[src/rtl/fft_frame_ctrl.sv]
// Frame sequencer for a serial-in / FFT / serial-out pipeline.
// Fills a SIPO, launches the FFT core, loads the PISO and drains it.
module fft_frame_ctrl #(
  parameter int unsigned N        = 16,
  parameter int unsigned CALC_LAT = 4,
  parameter bit          CONT     = 1'b0,
  localparam int unsigned IdxW    = $clog2(N)
) (
  input  logic            clk,
  input  logic            rst,
  input  logic            start,
  input  logic            in_valid,
  output logic            in_ready,
  output logic            sipo_en,
  output logic            calc_start,
  output logic            piso_load,
  output logic            piso_en,
  output logic            out_valid,
  input  logic            out_ready,
  output logic            out_last,
  output logic            busy,
  output logic [IdxW-1:0] sample_idx
);

  localparam int unsigned CntW = (CALC_LAT > 1) ? $clog2(CALC_LAT) : 1;
  localparam logic [IdxW-1:0] IdxLast = IdxW'(N - 1);
  localparam logic [CntW-1:0] CntLast = CntW'(CALC_LAT - 1);

  typedef enum logic [2:0] {StIdle, StFill, StCalc, StLoad, StDrain} state_e;

  state_e          state_q, state_d;
  logic [IdxW-1:0] idx_q, idx_d;
  logic [CntW-1:0] cnt_q, cnt_d;

  always_ff @(posedge clk or posedge rst) begin
    if (rst) begin
      state_q <= StIdle;
      idx_q   <= '0;
      cnt_q   <= '0;
    end else begin
      state_q <= state_d;
      idx_q   <= idx_d;
      cnt_q   <= cnt_d;
    end
  end

  always_comb begin
    state_d    = state_q;
    idx_d      = idx_q;
    cnt_d      = cnt_q;
    in_ready   = 1'b0;
    sipo_en    = 1'b0;
    calc_start = 1'b0;
    piso_load  = 1'b0;
    piso_en    = 1'b0;
    out_valid  = 1'b0;
    out_last   = 1'b0;
    sample_idx = '0;

    unique case (state_q)
      StIdle: begin
        if (start) begin
          state_d = StFill;
          idx_d   = '0;
        end
      end
      StFill: begin
        in_ready   = 1'b1;
        sipo_en    = in_valid;
        sample_idx = idx_q;
        if (in_valid) begin
          if (idx_q == IdxLast) begin
            state_d = StCalc;
            idx_d   = '0;
            cnt_d   = '0;
          end else begin
            idx_d = idx_q + 1'b1;
          end
        end
      end
      StCalc: begin
        calc_start = (cnt_q == '0);
        if (cnt_q == CntLast) begin
          state_d = StLoad;
        end else begin
          cnt_d = cnt_q + 1'b1;
        end
      end
      StLoad: begin
        piso_load = 1'b1;
        state_d   = StDrain;
        idx_d     = '0;
      end
      StDrain: begin
        out_valid  = 1'b1;
        piso_en    = out_ready;
        sample_idx = idx_q;
        out_last   = (idx_q == IdxLast);
        if (out_ready) begin
          if (idx_q == IdxLast) begin
            // Continuous mode chains straight into the next fill.
            state_d = CONT ? StFill : StIdle;
            idx_d   = '0;
          end else begin
            idx_d = idx_q + 1'b1;
          end
        end
      end
      default: begin
        state_d = StIdle;
        idx_d   = '0;
        cnt_d   = '0;
      end
    endcase
  end

  assign busy = (state_q != StIdle);

endmodule

[config.mk]
export PLATFORM = sky130hd
export DESIGN_NAME = fft_frame_ctrl
export DESIGN_NICKNAME = d
export VERILOG_FILES = /design/src/rtl/fft_frame_ctrl.sv
export SDC_FILE = /design/constraint.sdc
export NUM_CORES = 1
export LEC_CHECK = 0
export CAP_MARGIN = 20
export CORE_ASPECT_RATIO = 1.4
export CORE_MARGIN = 2
export CORE_UTILIZATION = 30
export CTS_BUF_LIST = sky130_fd_sc_hd__clkbuf_16
export DETAILED_ROUTE_END_ITERATION = 6
export PLACE_DENSITY_LB_ADDON = 0.15
export SYNTH_ARGS = -nofsm -noshare
export SYNTH_HDL_FRONTEND = slang
export SYNTH_SLANG_ARGS = --single-unit
export TNS_END_PERCENT = 1
[constraint.sdc]
create_clock -name clk -period 5.1 [get_ports clk]
set_clock_uncertainty 0.15 [all_clocks]
set_input_delay 1.02 -clock clk [delete_from_list [all_inputs] [get_ports clk]]
set_output_delay 1.02 -clock clk [all_outputs]
set_load 0.005 [all_outputs]
## Word level (Yosys, flattened, before mapping)

Cells that the tools add are included.

- Bits in latches: 0
- Register bits after elaboration: 9
- Word-level logic and storage cells: 52
- Memories: 0
- Input bits: 5
- Memory bits (read-only): 0
- Bits in writable memories: 0

- Reductions and logical operators: 8
- Multipliers: 0
- Divide/modulo/power cells: 0
- $lt $le $gt $ge: 0
- $add $sub $neg: 2
- Shift operators: 0
- Multiplexer cells: 24
- Eq/ne operators: 13
- Bitwise gates (word level): 2

Operator list:

| operator | number |
|---|---|
| $mux 4 | 5 |
| $mux 3 | 6 |
| $pmux 4 s4 | 1 |
| $pmux 3 s5 | 1 |
| $ne 2x2->1 const B | 7 |
| $reduce_and 4->1 | 2 |
| $mux 1 | 7 |
| $eq 3x2->1 const B | 2 |
| $mux 2 | 3 |
| $pmux 2 s3 | 1 |
| $reduce_and 6->1 | 1 |
| $add 4x1->4 const B | 1 |
| $eq 4x4->1 const B | 1 |
| $eq 3x1->1 const B | 1 |
| $eq 3x3->1 const B | 1 |
| $logic_not 3->1 | 1 |
| $reduce_bool 3->1 | 1 |
| $reduce_or 3->1 | 1 |
| $add 2x1->2 const B | 1 |
| $eq 2x2->1 const B | 1 |
| $logic_not 2->1 | 1 |
| $not 1->1 | 2 |
| $reduce_or 2->1 | 1 |

## Depth between registers and ports, before layout

- Depth after elaboration: 4
- Mapped depth: 5
- Gate-level depth less buffers: 5

## Least setup slack after synthesis

No wires, ideal clock.

- Kind: input to output
- Start: in in_valid
- End: out sipo_en
- Data required time: 3.930 ns
- Setup slack: 2.710 ns
- Buffers on the path: 0
- Arrival: 1.220 ns
- Stages: 1
- Cells stage by stage: nor3b_1

- Longest elaborated chain between the ends: 1

RTL lines:

| element | line | text |
|---|---|---|
| from (decl) | 12 | `input logic in_valid,` |
| $mux 1 | 60 | `unique case (state_q)` |
| to (decl) | 14 | `output logic sipo_en,` |

No other way between the ends.

## Worst setup path in the final report

Same ends and word-level chain as after synthesis.

==> flow_summary_export.csv <==
group,metric,value,unit
drt,drtIter0Drc,16,
synthesis,synth_top_area_cell,"dfrtp_1",
pwr,sw_frac_of_total,31.5,%
sta,slew_headroom,68.2,%
pwr,power_frac_seq,28.1,%
synthesis,synth-async-reset-ratio,100,%
synthesis,synth_area_leaders,"dfrtp_1 36%, ha_1 6.0%, o21ai_0 4.8%, nand2_1 4.8%, and2_1 4.0%",
min_path,min_path_type,"reg2reg",
worst_setup_path,path_class,"in2out",
clocking,cts_htree_levels,1,
drt,drtPass1Iterations,3,
cells_and_area,area_growth,40.6,%
synthesis,netlist.area_leader.share,36.1,%
placed_design,gp_congestion,0.707,
floorplan,die_width,42.5,um
drt,wl,1340,um
run_status,outcome,"finished clean",
worst_setup_path,crit_fanout,4,
floorplan,initial_core_util,31.6,%
sta,hold_violations,0,
cells_and_area,multi_input_area,367,sq um
sta,fin_tns_setup,0,ns
worst_setup_path,crit_family,"buffers and inverters",
global_route,grt_start_max_net_pins,16,
drt,drc_errors,0,
cells_and_area,seqCellArea,225,sq um
drt,drt-vias-per-instance,5.14,
synthesis,syn_area,623,sq um
flow_run,maxCapViolations,0,
pwr,p_per_area,493,nW/um^2
pwr,power_frac_comb,40.4,%
clocking,clk_path_buf_depth,2,
drt,num_vias,581,
floorplan,boundaryPins,17,
synthesis,synth-edff-count,0,
global_route,overflow,0,
synthesis,synth_ff_type,"dfrtp_1",
global_route,grt_pass1_wl,2190,um
worst_setup_path,crit_buf_inv,2,
worst_setup_path,cp_cell_sequence,"clkdlybuf4s50_1 > nor3b_1 > clkdlybuf4s50_1",
pwr,switching_power,0.136,mW
floorplan,fp.dieArea,2460,sq um
cells_and_area,insertedDiodeCount,0,
synthesis,ys_seq_area_share,36.1,%
global_route,grt_pass1_vias,495,
pwr,clockPowerShare,31.6,%
cells_and_area,fillCellCount,211,
clocking,clk_latency,0.24,ns
sta,fin_crit,3.45,ns
clocking,clkSlewWorstSetupHoldPaths,0.04,ns
worst_setup_path,worstSetupStartpointType,"primary input",
sta,setup_viol,0,
cells_and_area,drive_gt1_share,6.52,%
synthesis,synth_most_common_cell,"dfrtp_1",
drt,ant_nets,0,
sta,rsz0062_at_grt,"no",
cells_and_area,nets,101,
floorplan,die_h,57.9,um
sta,final_max_slew_viol_count,0,
sta,worstMarginPinSlew,0.475,ns
clocking,cts_buffers,3,
clocking,cts.sinks,9,
synthesis,yosys-top-cells-count,"9 x dfrtp_1, 8 x nand2_1, 6 x nor2_1, 6 x o21ai_0, 5 x inv_1",
clocking,cts-root-buf,"clkbuf_16",
clocking,cts_tree,"yes",
pwr,internal_power,0.296,mW
floorplan,coreArea,1970,sq um
global_route,antenna_found_initial,0,
worst_setup_path,crit_path_top_delay_cell,"clkdlybuf4s50_1",
pwr,p_leak,0.381,nW
synthesis,synth.avg_cell_area,8.31,sq um
clocking,cts.repair.resized,0,
synthesis,syn_inst,75,
worst_setup_path,cp.required,3.93,ns
placed_design,dp_hpwl,1020,um
pwr,power,0.432,mW
synthesis,syn_nets,83,
synthesis,yosysWarnings,0,
sta,finalCritPeriodShare,67.7,%
pwr,peakVddDrop,387,uV
clocking,post_cts_buffers,0,
worst_setup_path,cp-end-kind,"primary output",
drt,wl_per_cell,11.8,um
floorplan,row_count,19,
worst_setup_path,arrival,2.28,ns
worst_setup_path,slowest_delay,0.55,ns
synthesis,yosysUniqueCellTypes,30,
synthesis,synth_seq_cells,9,
placed_design,io_buffers,16,
global_route,grt_usage,12.1,%
worst_setup_path,cp_common_cell,"clkdlybuf4s50_1",
clocking,cts-hold-fix-buffers,0,
sta,max_freq,290,MHz
flip-flops by register name, indices dropped and copies added (netlist names):
name	cells
cnt_q	2
idx_q	4
state_q	3
logic make-up (layout without fill, tap and decap cells):
| kind of cell | Yosys count | in the layout | share of synthesized area, % |
|---|---|---|---|
| compound gates | 15 | 15 | 16.7 |
| xor+xnor | 1 | 1 | 1.41 |
| fa+ha+maj | 3 | 3 | 6.02 |
| buf+inv | 8 | 25 | 5.02 |
| flops | 9 | 9 | 36.1 |
| mux | 1 | 1 | 1.81 |
| simple gates | 38 | 38 | 32.9 |
stage by stage:
step / setup WS, ns / util (%) / instances / hold slack, ns / instance area, sq um
floorplan: 2.71 / - / 75 / 0.329 / 623
global placement: 1.64 / 40.4 / 109 / 0.355 / 797
detailed placement: 1.65 / 40.4 / 109 / 0.365 / 797
CTS: 1.64 / 44.4 / 113 / 0.377 / 876
global route: 1.59 / 44.4 / 113 / 0.403 / 876
finish: 1.65 / 44.4 / 113 / 0.376 / 876
worst paths after layout:
kind | start | endpoint | slack (ns) | cells after the start
min in group asynchronous | rst | idx_q[3] | 0.90 | 2
worst max-delay path | in_valid | sipo_en | 1.65 | 3
worst min-delay path | idx_q[3] | idx_q[3] | 0.38 | 1
worst max register to register | state_q[1] | idx_q[0] | 3.04 | 4
max in group asynchronous | rst | cnt_q[0] | 3.64 | 2
worst min register to register | idx_q[3] | idx_q[3] | 0.38 | 1
area by class of cell:
cell class / count / share of cell area [%]
multi-input cells: 58 / 41.9
well taps: 21 / 3.00
clock buffers: 3 / 8.57
flip-flops and latches: 9 / 25.7
clock inverters: 1 / 0.429
repair buffers: 16 / 18.3
inverters: 5 / 2.14
power by group through the flow:
stage,sequential [mW],clock (mW),combinational [mW]
after global routing,0.127,0.142,0.194
final,0.121,0.136,0.174
after CTS,0.121,0.139,0.177
after global placement,0.122,0,0.175
after floorplan,0.108,0,0.110
after detailed placement,0.122,0,0.176
metal layers:
| metal | routed length [um] | GRT usage (%) | up-vias |
|---|---|---|---|
| met3 | 59 | 5.61 | 2 |
| met5 | 0 | 0 | - |
| li1 | - | - | 304 |
| met1 | 648 | 15.8 | 266 |
| met4 | 10 | 4.02 | 0 |
| met2 | 619 | 17.6 | 9 |
placed cells by master (no fill, tap or decap), types with 2 or more instances in the layout:
cell type | netlist | layout
clkdlybuf4s50_1 | 0 | 16
nor2_1 | 6 | 6
dfrtp_1 | 9 | 9
and2_1 | 4 | 4
nand3_1 | 2 | 2
nand2b_1 | 2 | 2
ha_1 | 3 | 3
inv_1 | 5 | 6
o31ai_1 | 3 | 3
and3_1 | 3 | 3
o21ai_0 | 6 | 6
clkbuf_16 | 0 | 3
nor4_1 | 3 | 3
nand2_1 | 8 | 8
nor3_1 | 3 | 3
Note: power is estimated with default switching activity, not from simulation.
